<file path="config.mk">
export PLATFORM = sky130hd
export DESIGN_NAME = int_div_int_to_fixed_point
export DESIGN_NICKNAME = d
export VERILOG_FILES = /design/src/rtl/fixed_point_pkg.sv /design/src/rtl/restoring_div_step.sv /design/src/rtl/int_div_int_to_fixed_point.sv
export SDC_FILE = /design/constraint.sdc
export NUM_CORES = 1
export LEC_CHECK = 0
export CORE_MARGIN = 2
export CORE_UTILIZATION = 55
export DETAILED_ROUTE_END_ITERATION = 8
export PLACE_DENSITY = 0.79
export SYNTH_ARGS = -nofsm -noshare
export SYNTH_HDL_FRONTEND = slang
export SYNTH_SLANG_ARGS = --single-unit
</file>
<file path="constraint.sdc">
create_clock -name clk -period 7.55 [get_ports clk]
set_input_delay 0.755 -clock clk [delete_from_list [all_inputs] [get_ports clk]]
set_output_delay 0.755 -clock clk [all_outputs]
set_load 0.01 [all_outputs]
</file>
<file path="src/rtl/fixed_point_pkg.sv">
// Shared constants and types for the split decimal fixed-point blocks.
// A value is carried as a signed integer part X plus a five-digit decimal fraction Y.
package fixed_point_pkg;

   localparam int FP_SCALE      = 100000;
   localparam int FP_NEG_ZERO_X = 256;
   localparam int FP_X_MAX      = 255;
   localparam int FP_Y_MAX      = 99999;
   localparam int FP_FRAC_BITS  = 17;

   localparam int FP_INT_W = 21;
   localparam int FP_X_W   = 10;
   localparam int FP_Y_W   = 18;

   typedef enum logic [1:0] {
      S_IDLE,
      S_INT,
      S_FRAC,
      S_PACK
   } divState_e;

endpackage

</file>
<file path="src/rtl/restoring_div_step.sv">
// One restoring-division step: shift the next dividend bit into the partial
// remainder and subtract the divisor when it fits.
module restoring_div_step #(
   parameter int W = 38
) (
   input  logic [W-1:0] rem_i,
   input  logic [W-1:0] divisor_i,
   input  logic         bit_i,
   output logic [W-1:0] rem_o,
   output logic         qBit_o
);

   logic [W:0] shifted;
   logic [W:0] divisorExt;

   always_comb begin
      shifted    = {rem_i, bit_i};
      divisorExt = {1'b0, divisor_i};
      qBit_o     = (shifted >= divisorExt);
      rem_o      = qBit_o ? W'(shifted - divisorExt) : shifted[W-1:0];
   end

endmodule

</file>
<file path="src/rtl/int_div_int_to_fixed_point.sv">
// Multi-cycle signed integer divider producing a saturated (fixed_X, fixed_Y) pair.
// Integer quotient bits come first, then 17 decimal-fraction bits, one bit per cycle.
module int_div_int_to_fixed_point
   import fixed_point_pkg::*;
#(
   parameter int INT_W = FP_INT_W,
   parameter int X_W   = FP_X_W,
   parameter int Y_W   = FP_Y_W
) (
   input  logic                    clk,
   input  logic                    reset,
   input  logic                    start,
   input  logic signed [INT_W-1:0] num,
   input  logic signed [INT_W-1:0] den,
   output logic                    busy,
   output logic                    done,
   output logic signed [X_W-1:0]   fixed_X,
   output logic        [Y_W-1:0]   fixed_Y,
   output logic                    overflow,
   output logic                    div_by_zero
);

   localparam int DIV_W = INT_W + FP_FRAC_BITS;
   localparam int CNT_W = $clog2(INT_W);
   localparam int FB    = FP_FRAC_BITS;

   divState_e               stateQ, stateD;
   logic [CNT_W-1:0]        cntQ, cntD;
   logic [INT_W-1:0]        dividendQ, dividendD;
   logic [INT_W-1:0]        divisorQ, divisorD;
   logic [DIV_W-1:0]        remQ, remD;
   logic [INT_W-1:0]        quotQ, quotD;
   logic [FB-1:0]           fracBitsQ, fracBitsD;
   logic [FB-1:0]           fracQ, fracD;
   logic                    negQ, negD;
   logic                    numNegQ, numNegD;
   logic                    denZeroQ, denZeroD;
   logic signed [X_W-1:0]   xQ, xD;
   logic [Y_W-1:0]          yQ, yD;
   logic                    ovfQ, ovfD;
   logic                    dbzQ, dbzD;
   logic                    doneQ, doneD;

   logic [INT_W-1:0]        numAbs, denAbs;
   logic [DIV_W-1:0]        stepDivisor, stepRem, scaledRem;
   logic                    stepBit, stepQ;

   // The single step unit serves both phases; only the incoming dividend bit differs.
   assign stepBit     = (stateQ == S_FRAC) ? fracBitsQ[FB-1] : dividendQ[INT_W-1];
   assign stepDivisor = {{FB{1'b0}}, divisorQ};
   assign scaledRem   = stepRem * DIV_W'(FP_SCALE);
   assign numAbs      = num[INT_W-1] ? -num : num;
   assign denAbs      = den[INT_W-1] ? -den : den;

   restoring_div_step #(.W(DIV_W)) uStep (
      .rem_i     (remQ),
      .divisor_i (stepDivisor),
      .bit_i     (stepBit),
      .rem_o     (stepRem),
      .qBit_o    (stepQ)
   );

   always_comb begin
      stateD    = stateQ;
      cntD      = cntQ;
      dividendD = dividendQ;
      divisorD  = divisorQ;
      remD      = remQ;
      quotD     = quotQ;
      fracBitsD = fracBitsQ;
      fracD     = fracQ;
      negD      = negQ;
      numNegD   = numNegQ;
      denZeroD  = denZeroQ;
      xD        = xQ;
      yD        = yQ;
      ovfD      = ovfQ;
      dbzD      = dbzQ;
      doneD     = 1'b0;

      unique case (stateQ)
         S_IDLE: begin
            if (start) begin
               stateD    = S_INT;
               cntD      = '0;
               dividendD = numAbs;
               divisorD  = denAbs;
               remD      = '0;
               quotD     = '0;
               negD      = num[INT_W-1] ^ den[INT_W-1];
               numNegD   = num[INT_W-1];
               denZeroD  = (den == '0);
            end
         end

         S_INT: begin
            dividendD = {dividendQ[INT_W-2:0], 1'b0};
            quotD     = {quotQ[INT_W-2:0], stepQ};
            remD      = stepRem;
            cntD      = cntQ + 1'b1;
            // Last integer bit: the quotient of remainder*SCALE fits in FB bits,
            // so its high part seeds the partial remainder and only FB bits remain.
            if (cntQ == CNT_W'(INT_W - 1)) begin
               stateD    = S_FRAC;
               cntD      = '0;
               remD      = scaledRem >> FB;
               fracBitsD = scaledRem[FB-1:0];
               fracD     = '0;
            end
         end

         S_FRAC: begin
            fracBitsD = {fracBitsQ[FB-2:0], 1'b0};
            fracD     = {fracQ[FB-2:0], stepQ};
            remD      = stepRem;
            cntD      = cntQ + 1'b1;
            if (cntQ == CNT_W'(FB - 1)) begin
               stateD = S_PACK;
            end
         end

         S_PACK: begin
            stateD = S_IDLE;
            doneD  = 1'b1;
            ovfD   = 1'b0;
            dbzD   = 1'b0;
            if (denZeroQ) begin
               xD   = numNegQ ? -X_W'(FP_X_MAX) : X_W'(FP_X_MAX);
               yD   = Y_W'(FP_Y_MAX);
               dbzD = 1'b1;
            end else if (quotQ > INT_W'(FP_X_MAX)) begin
               xD   = negQ ? -X_W'(FP_X_MAX) : X_W'(FP_X_MAX);
               yD   = Y_W'(FP_Y_MAX);
               ovfD = 1'b1;
            end else if (quotQ == '0 && fracQ == '0) begin
               xD = '0;
               yD = '0;
            end else if (negQ) begin
               // A negative result below one in magnitude needs the negative-zero marker.
               xD = (quotQ == '0) ? X_W'(FP_NEG_ZERO_X) : -X_W'(quotQ);
               yD = Y_W'(fracQ);
            end else begin
               xD = X_W'(quotQ);
               yD = Y_W'(fracQ);
            end
         end

         default: begin
            stateD = S_IDLE;
         end
      endcase
   end

   always_ff @(posedge clk) begin
      if (reset) begin
         stateQ    <= S_IDLE;
         cntQ      <= '0;
         dividendQ <= '0;
         divisorQ  <= '0;
         remQ      <= '0;
         quotQ     <= '0;
         fracBitsQ <= '0;
         fracQ     <= '0;
         negQ      <= 1'b0;
         numNegQ   <= 1'b0;
         denZeroQ  <= 1'b0;
         xQ        <= '0;
         yQ        <= '0;
         ovfQ      <= 1'b0;
         dbzQ      <= 1'b0;
         doneQ     <= 1'b0;
      end else begin
         stateQ    <= stateD;
         cntQ      <= cntD;
         dividendQ <= dividendD;
         divisorQ  <= divisorD;
         remQ      <= remD;
         quotQ     <= quotD;
         fracBitsQ <= fracBitsD;
         fracQ     <= fracD;
         negQ      <= negD;
         numNegQ   <= numNegD;
         denZeroQ  <= denZeroD;
         xQ        <= xD;
         yQ        <= yD;
         ovfQ      <= ovfD;
         dbzQ      <= dbzD;
         doneQ     <= doneD;
      end
   end

   assign busy        = (stateQ != S_IDLE);
   assign done        = doneQ;
   assign fixed_X     = xQ;
   assign fixed_Y     = yQ;
   assign overflow    = ovfQ;
   assign div_by_zero = dbzQ;

endmodule

</file>
==> flow_metrics.py <==
metrics = {
    "cts": {
        "cts-hold-fix-buffers": 0,
        "cts_htree_levels": 4,
        "clock_buffers_created_by_tritoncts": 17,
        "clk_tree_root_cell": "sky130_fd_sc_hd__clkbuf_16",
        "cts.path.max_buffers": 2,
        "tritoncts": "built",
        "worstSkewPairLatency_ns": 0.44,
        "clk_pin_slew_ns": 0.08,
        "clock_sinks": 170,
    },
    "place": {
        "numPortBuffers": 75,
        "dp.final_hpwl_um": 31500,
        "post-place-ws_ns": -0.396,
        "dpl_cell_area_um2": 17100,
        "place_congestion": 0.984,
    },
    "critical_path": {
        "critical_path.startpoint_type": "register",
        "crit_path_max_incr_delay_ns": 0.56,
        "crit_path_frequent_cell": "sky130_fd_sc_hd__buf_4",
        "timing.critical_path.required_ns": 7.89,
        "crit_arrival_ns": 7.85,
        "maximum_fanout_count_along_the_critical_path": 3,
        "timing.critical_path.to_type": "register",
        "crit_path_top_delay_cell": "sky130_fd_sc_hd__fa_1",
        "crit_type": "register to register",
    },
    "detailed_routing": {
        "post-route-drc-count": 0,
        "first_drt_pass_iteration_count": 7,
        "detail-route-antenna-nets": 0,
        "detail_route.wl_per_cell_um": 18.5,
        "dr.max_layer_used": "met4",
        "postRouteWirelength_um": 44400,
        "met3_wirelength_um": 2930,
        "drt-met1-wl_um": 17900,
        "drt_iter0_markers": 1235,
        "routed_vias": 14000,
        "vias_per_cell": 5.83,
        "wl_met2_um": 21600,
    },
    "layout": {
        "area_delta_synth_final_pct": 29.5,
        "insertedDiodeCount": 0,
        "finish.instance_area_um2": 19000,
        "fraction_of_final_layout_cells_with_drive_strength_greater_than_1_pct": 21.5,
        "final_nets": 2346,
    },
    "die": {
        "ioPinCount": 77,
        "start_util_pct": 56.2,
        "die_h_um": 167,
        "design.die.area_um2": 28000,
        "design.core.area_um2": 26100,
        "die-width_um": 167,
        "row_count": 59,
    },
    "timing": {
        "period_share_pct": 99.5,
        "slew_viol_final": 0,
        "relSlewSlack_pct": 19.2,
        "fin_crit_ns": 7.51,
        "worstMarginPinSlew_ns": 1.21,
        "worst_clock_skew_ns": 0.0102,
        "setup_viol": 0,
        "unrepaired_setup_endpoints_after_global_routing": "true",
        "timing.final.ws_setup_ns": 0.0404,
        "max_freq_mhz": 133,
        "final-hold-violation-count": 0,
    },
    "synth": {
        "postSynthNetCount": 2081,
        "synth_async_sr_flop_share_pct": 0,
        "synthCells": 1788,
        "yosysTopAreaCell": "sky130_fd_sc_hd__dfxtp_1",
        "synth_cell_types": 73,
        "netlist.area_leader.share_pct": 23.2,
        "ys.flop_type": "sky130_fd_sc_hd__dfxtp_1",
        "synth.yosys.warnings": 0,
        "synth_top_cells_by_area": "sky130_fd_sc_hd__dfxtp_1, sky130_fd_sc_hd__ha_1, sky130_fd_sc_hd__fa_1",
        "synth_area_per_cell_um2": 8.21,
        "syn-cell-area_um2": 14700,
        "yosysSeqAreaShare_pct": 23.2,
        "number_of_synthesized_flops_with_an_enable_pin": 0,
        "synth.ff_latch_count": 170,
    },
    "global_route": {
        "grt_start_max_net_pins": 102,
        "grt_usage_pct": 29.6,
        "number_of_antenna_violations_at_the_first_check_in_global_routing": 0,
        "grt_first_pass_wirelength_um": 67000,
        "grt_overflow_total": 0,
        "grt_pass1_vias": 13500,
    },
    "hold_path": {
        "hold_class": "register to register",
    },
    "run": {
        "drv.max_cap_violation_count": 0,
    },
    "status": {
        "run_status": "complete, no violations",
    },
}
## per-layer routing
metal  global-route usage, %  up-vias
met5                       0        -
met4                    10.7        0
met3                    4.35      149
met2                    51.3      582
met1                    37.6     6653
li1                        -     6611
## metrics by stage
step	util, %	hold slack, ns	instances	TNS, ns
floorplan	-	0.432	1788	0
global route	72.7	0.475	2401	-0.943
CTS	69.1	0.455	2373	0
global placement	65.6	0.438	2328	-2.51
finish	72.7	0.454	2401	0
detailed placement	65.6	0.445	2328	-4.40
## cell usage after synthesis (14+ instances only)
master / count
sky130_fd_sc_hd__inv_1: 267
sky130_fd_sc_hd__dfxtp_1: 170
sky130_fd_sc_hd__nor2_1: 162
sky130_fd_sc_hd__ha_1: 159
sky130_fd_sc_hd__nand2_1: 143
sky130_fd_sc_hd__a21oi_1: 98
sky130_fd_sc_hd__o21ai_0: 94
sky130_fd_sc_hd__fa_1: 89
sky130_fd_sc_hd__clkbuf_1: 69
sky130_fd_sc_hd__xor2_1: 62
sky130_fd_sc_hd__a22oi_1: 61
sky130_fd_sc_hd__xnor2_1: 49
sky130_fd_sc_hd__a211oi_1: 28
sky130_fd_sc_hd__a21o_1: 27
sky130_fd_sc_hd__nor3_1: 25
sky130_fd_sc_hd__or3_1: 22
sky130_fd_sc_hd__nand2b_1: 20
sky130_fd_sc_hd__mux2i_1: 16
sky130_fd_sc_hd__nor4_1: 16
sky130_fd_sc_hd__nand3_1: 15
sky130_fd_sc_hd__nor2b_1: 15
sky130_fd_sc_hd__o31ai_1: 14
## cells by family (layout without fill, tap and decap cells)
logic type	count (synthesis)	in the layout	share of synthesized area [%]
AND/OR/NAND/NOR	477	477	15.1
other	1	1	0.0255
buffers and inverters	345	621	8.93
multiplexers	19	19	1.32
AO/OA/AOI/OAI	414	416	18.6
adder cells (fa/ha/maj)	248	248	25.7
XOR/XNOR	114	114	7.08
flip-flops	170	170	23.2
## final timing paths
path / start / endpoint / slack (ns) / cells after the start
worst max-delay path: stateQ[0]$_SDFFE_PP0P_ / remQ[12]$_SDFFE_PP0P_ / 0.04 / 33
worst min register to register: divisorQ[17]$_SDFFE_PP0P_ / divisorQ[17]$_SDFFE_PP0P_ / 0.45 / 2
worst max register to register: stateQ[0]$_SDFFE_PP0P_ / remQ[12]$_SDFFE_PP0P_ / 0.04 / 33
worst min-delay path: divisorQ[17]$_SDFFE_PP0P_ / divisorQ[17]$_SDFFE_PP0P_ / 0.45 / 2
## sequential cells by signal, summed over array words and instances (netlist names)
register and flops:
fixed_Y 17, fixed_X 10, dividendQ 21, divisorQ 21, cntQ 5, remQ 38, numNegQ 1, denZeroQ 1
quotQ 21, fracQ 17, done 1, overflow 1, stateQ 2, negQ 1, div_by_zero 1, fracBitsQ 12
## worst max-delay path: cells and delay by family, from the launching register on
family / cells / cell delay [ns]
multiplexers: 1 / 0.22
AND/OR/NAND/NOR: 4 / 0.70
AO/OA/AOI/OAI: 7 / 1.87
adder cells (fa/ha/maj): 7 / 2.38
XOR/XNOR: 2 / 0.58
flip-flops: 1 / 0.33
buffers and inverters: 12 / 1.35
## cells in the final DEF, fill, tap and decap left out, drive strengths merged, types with 8 or more instances in the layout
cell	synthesis	routed
o211ai	8	8
xor2	62	62
a21o	27	27
and2	12	12
nor2	162	162
or4	12	12
o221a	10	10
a211oi	28	28
buf	9	248
mux2i	16	16
inv	267	275
o21ai	95	95
o21a	11	11
nor3	25	25
fa	89	89
nor4	16	16
nand2	143	143
clkdlybuf4s50	0	74
nand3	15	15
clkbuf	69	17
dfxtp	170	170
a222oi	12	12
or3	24	24
xnor2	49	49
a21oi	98	98
o31ai	14	14
nand2b	20	20
a22oi	61	61
ha	159	159
nor2b	15	15
a31oi	10	10
## cell type report
| type | count | area (um^2) |
|---|---|---|
| multi-input combinational | 1275 | 10900 |
| fill | 1935 | 7130 |
| sequential | 170 | 3410 |
| timing repair buffer | 322 | 2690 |
| inverter | 267 | 1000 |
| clock buffer | 17 | 425 |
| tap | 335 | 419 |
| clock inverter | 15 | 188 |
## repair_timing
item / CTS / global route
gates resized for setup: 39 / 156
pin swaps: 15 / 88
buffers inserted: 12 / 28
hold endpoints to repair: 0 / 0
cloned: 1 / 1
setup endpoints to repair: 17 / 19
Power is not shown: default switching activity piles up to over one toggle a cycle in this logic, so the estimate is an artifact.
